$ cat config.mk
export PLATFORM = sky130hd
export DESIGN_NAME = multicycle_ctrl
export DESIGN_NICKNAME = d
export VERILOG_FILES = /design/src/rtl/cpu_pkg.sv /design/src/rtl/multicycle_ctrl.sv
export SDC_FILE = /design/constraint.sdc
export NUM_CORES = 1
export LEC_CHECK = 0
export ABC_AREA = 1
export ABC_CLOCK_PERIOD_IN_PS = 4550
export BUFFER_PORTS_ARGS = -buffer_cell sky130_fd_sc_hd__buf_2
export CORE_MARGIN = 5
export CORE_UTILIZATION = 50
export CTS_CLUSTER_SIZE = 10
export DETAILED_ROUTE_END_ITERATION = 10
export PLACE_DENSITY_LB_ADDON = 0.1
export SETUP_SLACK_MARGIN = 0.05
export SLEW_MARGIN = 20
export SYNTH_ARGS = -nofsm -noshare
export SYNTH_HDL_FRONTEND = slang
export SYNTH_SLANG_ARGS = --single-unit
$ cat constraint.sdc
create_clock -name clk_i -period 4.55 [get_ports clk_i]
set_clock_uncertainty 0.15 [all_clocks]
set_input_delay 1.365 -clock clk_i [delete_from_list [all_inputs] [get_ports clk_i]]
set_output_delay 1.365 -clock clk_i [all_outputs]
set_load 0.03 [all_outputs]
$ cat src/rtl/cpu_pkg.sv
// cpu_pkg: shared state, opcode and control-field encodings for the multi-cycle CPU
package cpu_pkg;
  typedef enum logic [3:0] {
    S_IDLE, S_FETCH, S_DECODE, S_MEM_ADDR, S_MEM_RD, S_MEM_WB, S_MEM_WR,
    S_R_EXEC, S_R_WB, S_I_EXEC, S_I_WB, S_BRANCH, S_JUMP
  } state_t;
  localparam logic [5:0] OP_RTYPE = 6'h00;
  localparam logic [5:0] OP_LW    = 6'h23;
  localparam logic [5:0] OP_SW    = 6'h2B;
  localparam logic [5:0] OP_ADDI  = 6'h08;
  localparam logic [5:0] OP_SLTI  = 6'h0A;
  localparam logic [5:0] OP_BEQ   = 6'h04;
  localparam logic [5:0] OP_J     = 6'h02;
  localparam logic [2:0] ALU_ADD   = 3'b000;
  localparam logic [2:0] ALU_SUB   = 3'b001;
  localparam logic [2:0] ALU_FUNCT = 3'b010;
  localparam logic [2:0] ALU_SLT   = 3'b011;
  localparam logic [1:0] PC_ALU    = 2'b00;
  localparam logic [1:0] PC_ALUOUT = 2'b01;
  localparam logic [1:0] PC_JUMP   = 2'b10;
  localparam logic [1:0] SRCB_RT     = 2'b00;
  localparam logic [1:0] SRCB_FOUR   = 2'b01;
  localparam logic [1:0] SRCB_IMM    = 2'b10;
  localparam logic [1:0] SRCB_IMM_SH = 2'b11;
  function automatic logic legal_op(input logic [5:0] op);
    return op inside {OP_RTYPE, OP_LW, OP_SW, OP_ADDI, OP_SLTI, OP_BEQ, OP_J};
  endfunction
endpackage

$ cat src/rtl/multicycle_ctrl.sv
// multicycle_ctrl: main sequencing FSM of the multi-cycle CPU with memory ready stalls,
// illegal-opcode flag and retired-instruction counter.
module multicycle_ctrl
  import cpu_pkg::*;
#(
  parameter int CNT_W = 32
) (
  input  logic             clk_i,
  input  logic             rst_i,
  input  logic [5:0]       instr_op_i,
  input  logic             mem_ready_i,
  output logic             pc_write_o,
  output logic             pc_write_cond_o,
  output logic [1:0]       pc_src_o,
  output logic             i_or_d_o,
  output logic             mem_read_o,
  output logic             mem_write_o,
  output logic             ir_write_o,
  output logic             reg_write_o,
  output logic             reg_dst_o,
  output logic             mem_to_reg_o,
  output logic             alu_src_a_o,
  output logic [1:0]       alu_src_b_o,
  output logic [2:0]       alu_op_o,
  output logic             illegal_o,
  output logic [CNT_W-1:0] retired_o
);
  state_t     state;
  logic [5:0] op_q;
  logic       retire;
  assign retire = (state inside {S_MEM_WB, S_R_WB, S_I_WB, S_BRANCH, S_JUMP}) ||
                  (state == S_MEM_WR && mem_ready_i);
  always_ff @(posedge clk_i or negedge rst_i) begin
    if (!rst_i) begin
      state     <= S_IDLE;
      op_q      <= '0;
      retired_o <= '0;
    end else begin
      if (state == S_DECODE) op_q <= instr_op_i;
      if (retire) retired_o <= retired_o + CNT_W'(1);
      case (state)
        S_IDLE:     state <= S_FETCH;
        S_FETCH:    state <= mem_ready_i ? S_DECODE : S_FETCH;
        S_DECODE:
          case (instr_op_i)
            OP_RTYPE:      state <= S_R_EXEC;
            OP_LW, OP_SW:  state <= S_MEM_ADDR;
            OP_ADDI, OP_SLTI: state <= S_I_EXEC;
            OP_BEQ:        state <= S_BRANCH;
            OP_J:          state <= S_JUMP;
            default:       state <= S_FETCH;
          endcase
        S_MEM_ADDR: state <= (op_q == OP_SW) ? S_MEM_WR : S_MEM_RD;
        S_MEM_RD:   state <= mem_ready_i ? S_MEM_WB : S_MEM_RD;
        S_MEM_WR:   state <= mem_ready_i ? S_FETCH : S_MEM_WR;
        S_R_EXEC:   state <= S_R_WB;
        S_I_EXEC:   state <= S_I_WB;
        default:    state <= S_FETCH;
      endcase
    end
  end
  // Moore decode; only the fetch-side loads also wait on mem_ready_i
  always_comb begin
    pc_write_o      = 1'b0;
    pc_write_cond_o = 1'b0;
    pc_src_o        = PC_ALU;
    i_or_d_o        = 1'b0;
    mem_read_o      = 1'b0;
    mem_write_o     = 1'b0;
    ir_write_o      = 1'b0;
    reg_write_o     = 1'b0;
    reg_dst_o       = 1'b0;
    mem_to_reg_o    = 1'b0;
    alu_src_a_o     = 1'b0;
    alu_src_b_o     = SRCB_RT;
    alu_op_o        = ALU_ADD;
    illegal_o       = 1'b0;
    case (state)
      S_FETCH: begin
        mem_read_o  = 1'b1;
        alu_src_b_o = SRCB_FOUR;
        ir_write_o  = mem_ready_i;
        pc_write_o  = mem_ready_i;
      end
      S_DECODE: begin
        alu_src_b_o = SRCB_IMM_SH;
        illegal_o   = !legal_op(instr_op_i);
      end
      S_MEM_ADDR: begin
        alu_src_a_o = 1'b1;
        alu_src_b_o = SRCB_IMM;
      end
      S_MEM_RD: begin
        mem_read_o = 1'b1;
        i_or_d_o   = 1'b1;
      end
      S_MEM_WB: begin
        reg_write_o  = 1'b1;
        mem_to_reg_o = 1'b1;
      end
      S_MEM_WR: begin
        mem_write_o = 1'b1;
        i_or_d_o    = 1'b1;
      end
      S_R_EXEC: begin
        alu_src_a_o = 1'b1;
        alu_op_o    = ALU_FUNCT;
      end
      S_R_WB: begin
        reg_write_o = 1'b1;
        reg_dst_o   = 1'b1;
      end
      S_I_EXEC: begin
        alu_src_a_o = 1'b1;
        alu_src_b_o = SRCB_IMM;
        alu_op_o    = (op_q == OP_SLTI) ? ALU_SLT : ALU_ADD;
      end
      S_I_WB:   reg_write_o = 1'b1;
      S_BRANCH: begin
        alu_src_a_o     = 1'b1;
        alu_op_o        = ALU_SUB;
        pc_write_cond_o = 1'b1;
        pc_src_o        = PC_ALUOUT;
      end
      S_JUMP: begin
        pc_write_o = 1'b1;
        pc_src_o   = PC_JUMP;
      end
      default: ;
    endcase
  end
endmodule

==> results of run 1 <==
## placed cells by master, fill, tap and decap left out
cell type / synthesis / routed
conb_1: 1 / 1
nor2_1: 70 / 70
dfrtp_1: 42 / 42
nor2_2: 5 / 5
nand4_1: 14 / 14
xor2_1: 8 / 8
clkinv_2: 0 / 1
and3_1: 1 / 1
inv_1: 48 / 48
buf_2: 3 / 57
buf_12: 0 / 1
clkinvlp_4: 0 / 1
nand2_1: 173 / 173
nor4b_1: 1 / 1
nor3b_1: 2 / 2
clkbuf_8: 0 / 6
and2_1: 1 / 1
nor3_1: 4 / 4
ha_1: 1 / 1
nand3_1: 23 / 23
nand2_2: 1 / 1
o21ai_1: 9 / 9
a21oi_1: 2 / 2
o22ai_1: 1 / 1
nand3b_1: 3 / 3
buf_4: 6 / 1
o21ai_0: 11 / 11
inv_2: 4 / 4
nand3_4: 1 / 1
## worst min-delay path: stages, from the launching register on
cell and delay [ns]:
dfrtp_1 0.36, nand2_1 0.06, nand2_1 0.04
## kinds of logic after synthesis
logic type      synth area share
compound gates            0.0422
other cells              0.00136
simple gates               0.453
flops                      0.381
xor+xnor                  0.0254
fa+ha+maj                0.00454
buf+inv                   0.0926
## layer usage
layer,track usage,routed length [um]
met1,0.222,2950
met2,0.339,3260
met3,0.0461,376
met4,0.0570,74
met5,0,0
## path summary, 6_finish.rpt
path	endpoint	cells after the start	from	slack (ns)
worst min-delay path	op_q[4]	2	op_q[4]	0.34
worst max-delay path	illegal_o	6	instr_op_i[0]	0.63
worst max register to register	retired_o[16]	8	state[0]	2.52
min in group asynchronous	retired_o[8]	1	rst_i	0.81
max in group asynchronous	retired_o[25]	2	rst_i	2.97
worst min register to register	op_q[4]	2	op_q[4]	0.34
## where the power goes
part	switching (W)	internal, W	total, W
clock network	0.000132	0.000122	0.000254
registers	0.0000546	0.000433	0.000487
logic	0.000379	0.000136	0.000515
## cell type report
| class | instances | share of cell area |
|---|---|---|
| clock inverter | 2 | 0.00392 |
| timing repair buffer | 59 | 0.0979 |
| inverter | 52 | 0.0611 |
| clock buffer | 6 | 0.0258 |
| sequential | 42 | 0.329 |
| multi-input combinational | 332 | 0.454 |
| tap | 72 | 0.0282 |
## per-stage QoR
step                      hold WS, ns   util  worst slack (ns)  std cells  power [W]
after CTS                       0.331  0.584             0.640        564    0.00127
after floorplan                 0.293      -             0.752        435   0.000892
after global routing            0.350  0.588             0.547        565    0.00135
after detailed placement        0.310  0.566             0.647        556    0.00101
final                           0.338  0.588             0.626        565    0.00126
after global placement          0.313  0.566             0.697        556    0.00100
## state kept, by name, summed over array words and instances (netlist names)
name,count
retired_o,32
op_q,6
state,4
==> reports/qor.csv, run 1 <==
metric,value,unit
outcome,"complete, no violations",
Area after DPL,3080,um2
GRT Residual Overflow,0,
Die Ht,84.3,um
slowest CP cell,nor3_1,
Setup crit start kind,input pin,
fin area,3200,um2
Total Wirelength,6660,um
top_reg_cell synth,dfrtp_1,
floorplan core area,5440,um2
CTS sink count,42,
Setup TNS,0,ns
placed wire-length estimate,5110,um
worst skew pair latency,0.29,ns
input/output buffers,57,
cts repair resizes,0,
crit-path max FO,5,
Yosys Warn Count,0,
n_diodes,0,
TritonCTS buffer count,5,
worst slew pin tran,0.566,ns
clock tree buffer depth,2,
hold buffer count at CTS,0,
first-pass GRT wire length,11100,um
RSZ-0062 raised after global routing,no,
Tcrit/Tclk final,0.862,
critical path cell sequence,buf_2 -> nor3_1 -> nand4_1 -> nand3_1 -> nor3_1 -> buf_2,
largest net degree at the start of global routing,54,
via count,2799,
CP Class,in -> out,
Yosys top cell area share,0.381,
root buffer cell,clkbuf_8,
"EDFF count, synth",0,
routability cong.,0.868,
ys async rst share,1.00,
total track usage,0.189,
IO Count,59,
Avg Synthesized Cell Area,6.34,um2
P_leak,1.64,nW
DR pass1 iterations,4,
most frequent cells after synthesis,"nand2_1 (173), nor2_1 (70), inv_1 (48), dfrtp_1 (42), nand3_1 (23)",
register area,1050,um2
Post-Synthesis Net Count,445,
Rows,27,
initial DRC count,109,
routed len/inst,11.8,um
fin crit period,3.92,ns
post-CTS setup repair buffer count,0,
Syn Inst Count,435,
nets,502,
die area,7100,um2
Worst setup EP type,output pin,
"count leader, synth",nand2_1,
leading area contributor after synthesis,dfrtp_1,
layout cells sized above 1,0.158,
Pwr Density,393,nW/um2
Worst Path Required,3.03,ns
H-tree depth reported by CTS,2,
Seq cells post-synth,42,
Post-Syn Area,2760,um2
vias in the first global route,2522,
CP peak stage delay,0.41,ns
Avg Vias per Cell,4.95,
initial antenna violation count,0,
fmax,255,MHz
CP bufs+invs,2,
Netlist cell types,25,
ANT nets after route,0,
"Slew Viols, Final",0,
Slew headroom,0.623,
Synth area leaders,"dfrtp_1 (38%), nand2_1 (24%), nor2_1 (9.5%)",
Starting Density,0.507,
CTS tree,done,
Setup Viol. Count Final,0,
crit path DAT,2.41,ns
HP Class,reg -> reg,
Multi-input gate area,1450,um2
max_cap viols,0,
Syn-to-layout area delta,15.9,%
die width,84.3,um
Final Hold Viols,0,
Max VDD drop,0.444,mV
register area share after synthesis,0.381,
# fillers,556,
DRC errors left,0,
Crit path max-delay family,simple AND/OR/NAND/NOR gates,
clock-pin slew on the worst setup and hold paths,0.08,ns
Note: power is estimated with default switching activity, not from simulation.
==> inputs of run 2 (changes only) <==
--- a/config.mk
+++ b/config.mk
@@ -6,7 +6,7 @@
 export NUM_CORES = 1
 export LEC_CHECK = 0
 export ABC_AREA = 1
-export ABC_CLOCK_PERIOD_IN_PS = 4550
+export ABC_CLOCK_PERIOD_IN_PS = 4100
 export BUFFER_PORTS_ARGS = -buffer_cell sky130_fd_sc_hd__buf_2
 export CORE_MARGIN = 5
 export CORE_UTILIZATION = 50
==> constraint.sdc (replaced) <==
create_clock -name clk_i -period 4.1 [get_ports clk_i]
set_clock_uncertainty 0.15 [all_clocks]
set_input_delay 1.23 -clock clk_i [delete_from_list [all_inputs] [get_ports clk_i]]
set_output_delay 1.23 -clock clk_i [all_outputs]
set_load 0.03 [all_outputs]
==> reports/qor.csv, run 2 (synthesized netlist as in run 1, its figures left out) <==
metric,value,unit,change
Comb power frac,0.409,,was 0.410
Slew headroom,0.621,,was 0.623
first-pass GRT wire length,11600,um,was 11100 um
FF-to-FF path depth,8,,unchanged
worst slew pin tran,0.568,ns,was 0.566 ns
max_cap viols,0,,unchanged
ANT nets after route,0,,unchanged
DRC errors left,0,,unchanged
via count,2780,,was 2799
cts repair resizes,0,,unchanged
hold path startpoint,op_q[4],,unchanged
DR pass1 iterations,4,,unchanged
outcome,"complete, no violations",,unchanged
Tcrit/Tclk final,0.894,,
Worst setup EP type,output pin,,unchanged
CP Class,in -> out,,unchanged
clock tree buffer depth,2,,unchanged
Final Core Density,0.584,,was 0.588
hold buffer count at CTS,0,,unchanged
Avg Vias per Cell,4.93,,was 4.95
Internal Dissipation,0.000765,W,was 0.000691 W
nets,501,,was 502
RSZ-0062 raised after global routing,no,,unchanged
initial DRC count,108,,was 109
CTS tree,done,,unchanged
"commonest cells after routing, fill and taps aside","nand2_1 (173), nor2_1 (70), buf_2 (56)",,"was nand2_1 (173), nor2_1 (70), buf_2 (57)"
total net switching power,0.000632,W,was 0.000566 W
worst skew pair latency,0.30,ns,was 0.29 ns
input/output buffers,57,,unchanged
Setup TNS,0,ns,unchanged
Total Wirelength,6690,um,was 6660 um
fmax,273,MHz,
layout cells sized above 1,0.157,,was 0.158
Crit path max-delay family,simple AND/OR/NAND/NOR gates,,unchanged
Min-Delay Endpoint,op_q[4],,unchanged
fin area,3180,um2,was 3200 um2
CP peak stage delay,0.43,ns,was 0.41 ns
Max VDD drop,0.382,mV,was 0.444 mV
crit-path max FO,5,,unchanged
critical path cell sequence,buf_2 -> nor3_1 -> nand4_1 -> nand3_1 -> nor3_1 -> buf_2,,unchanged
IO Count,59,,unchanged
register share of total power,0.387,,was 0.388
routability cong.,0.875,,was 0.868
clock-pin slew on the worst setup and hold paths,0.08,ns,about the same
post-CTS setup repair buffer count,0,,unchanged
fin crit period,3.67,ns,
placed wire-length estimate,5100,um,was 5110 um
initial antenna violation count,0,,unchanged
sw frac,0.452,,was 0.450
largest net degree at the start of global routing,54,,unchanged
crit path DAT,2.29,ns,was 2.41 ns
HP Class,reg -> reg,,unchanged
Largest register FFs,32,,unchanged
H-tree depth reported by CTS,2,,unchanged
total track usage,0.194,,was 0.189
Regs by FF count,"retired_o (32), op_q (6), state (4)",,unchanged
Worst Path Required,2.72,ns,was 3.03 ns
Reg with most FFs,retired_o,,unchanged
Starting Density,0.507,,unchanged
n_diodes,0,,unchanged
Setup crit start kind,input pin,,unchanged
GRT Residual Overflow,0,,unchanged
TritonCTS buffer count,5,,unchanged
Pwr Density,440,nW/um2,was 393 nW/um2
Reg2Reg Setup Slack,2.05,ns,was 2.52 ns
Final Hold Viols,0,,unchanged
Worst Hold Depth,2,,unchanged
Die Ht,84.3,um,unchanged
floorplan core area,5440,um2,unchanged
Area after DPL,3080,um2,unchanged
CTS sink count,42,,unchanged
"Slew Viols, Final",0,,unchanged
P_leak,1.63,nW,was 1.64 nW
root buffer cell,clkbuf_8,,unchanged
die area,7100,um2,unchanged
routed len/inst,11.9,um,was 11.8 um
vias in the first global route,2609,,was 2522
Rows,27,,unchanged
Setup Viol. Count Final,0,,unchanged
# fillers,548,,was 556
clock power share,0.203,,was 0.202
Syn-to-layout area delta,15.2,%,was 15.9%
r2r endpoint,retired_o[28],,was retired_o[16]
CP bufs+invs,2,,unchanged
"most common cell after layout, fill and taps aside",nand2_1,,unchanged
slowest CP cell,nor3_1,,unchanged
total power draw,0.00140,W,was 0.00126 W
die width,84.3,um,unchanged
worst r2r src,state[1],,was state[0]
run 2: routing by layer:
layer	part of all wire	track usage
met2	0.49	0.354
met5	0	0
met4	0.016	0.0599
met3	0.055	0.0412
met1	0.44	0.225
run 2: area by class of cell:
class,instances,area [um2],area share
Clock inverter,2,12.5,0.00394
Sequential cell,42,1050,0.331
Clock buffer,6,82.6,0.0260
Multi-Input combinational cell,332,1450,0.457
Inverter,52,195,0.0614
Timing Repair Buffer,58,295,0.0929
Tap cell,72,90.1,0.0283
run 2: how the worst max path moves through the flow:
| stage | slack (ns) | cells after the start | from | end |
|---|---|---|---|---|
| CTS | 0.45 | 6 | instr_op_i[0] | illegal_o |
| finish | 0.43 | 6 | instr_op_i[0] | illegal_o |
| global route | 0.32 | 6 | instr_op_i[0] | illegal_o |
| floorplan | 0.57 | 4 | instr_op_i[5] | illegal_o |
| global placement | 0.52 | 6 | instr_op_i[0] | illegal_o |
| detailed placement | 0.45 | 6 | instr_op_i[0] | illegal_o |
run 2: metrics by stage:
step / hold slack (ns) / instances / setup WS (ns)
after floorplan: 0.293 / 435 / 0.572
after global placement: 0.315 / 556 / 0.520
after detailed placement: 0.313 / 556 / 0.447
after CTS: 0.334 / 564 / 0.446
after global routing: 0.348 / 564 / 0.321
final: 0.330 / 564 / 0.433
run 2: tightest hold or removal path: stages, from the launching register on:
cell and delay, ns:
dfrtp_1 0.35, nand2_1 0.06, nand2_1 0.05
run 2: power by group through the flow:
stage | logic, W | registers, W | clock network (W)
detailed placement | 0.000575 | 0.000548 | 0
finish | 0.000572 | 0.000541 | 0.000284
global route | 0.000635 | 0.000551 | 0.000312
floorplan | 0.000412 | 0.000578 | 0
global placement | 0.000568 | 0.000547 | 0
CTS | 0.000576 | 0.000541 | 0.000294
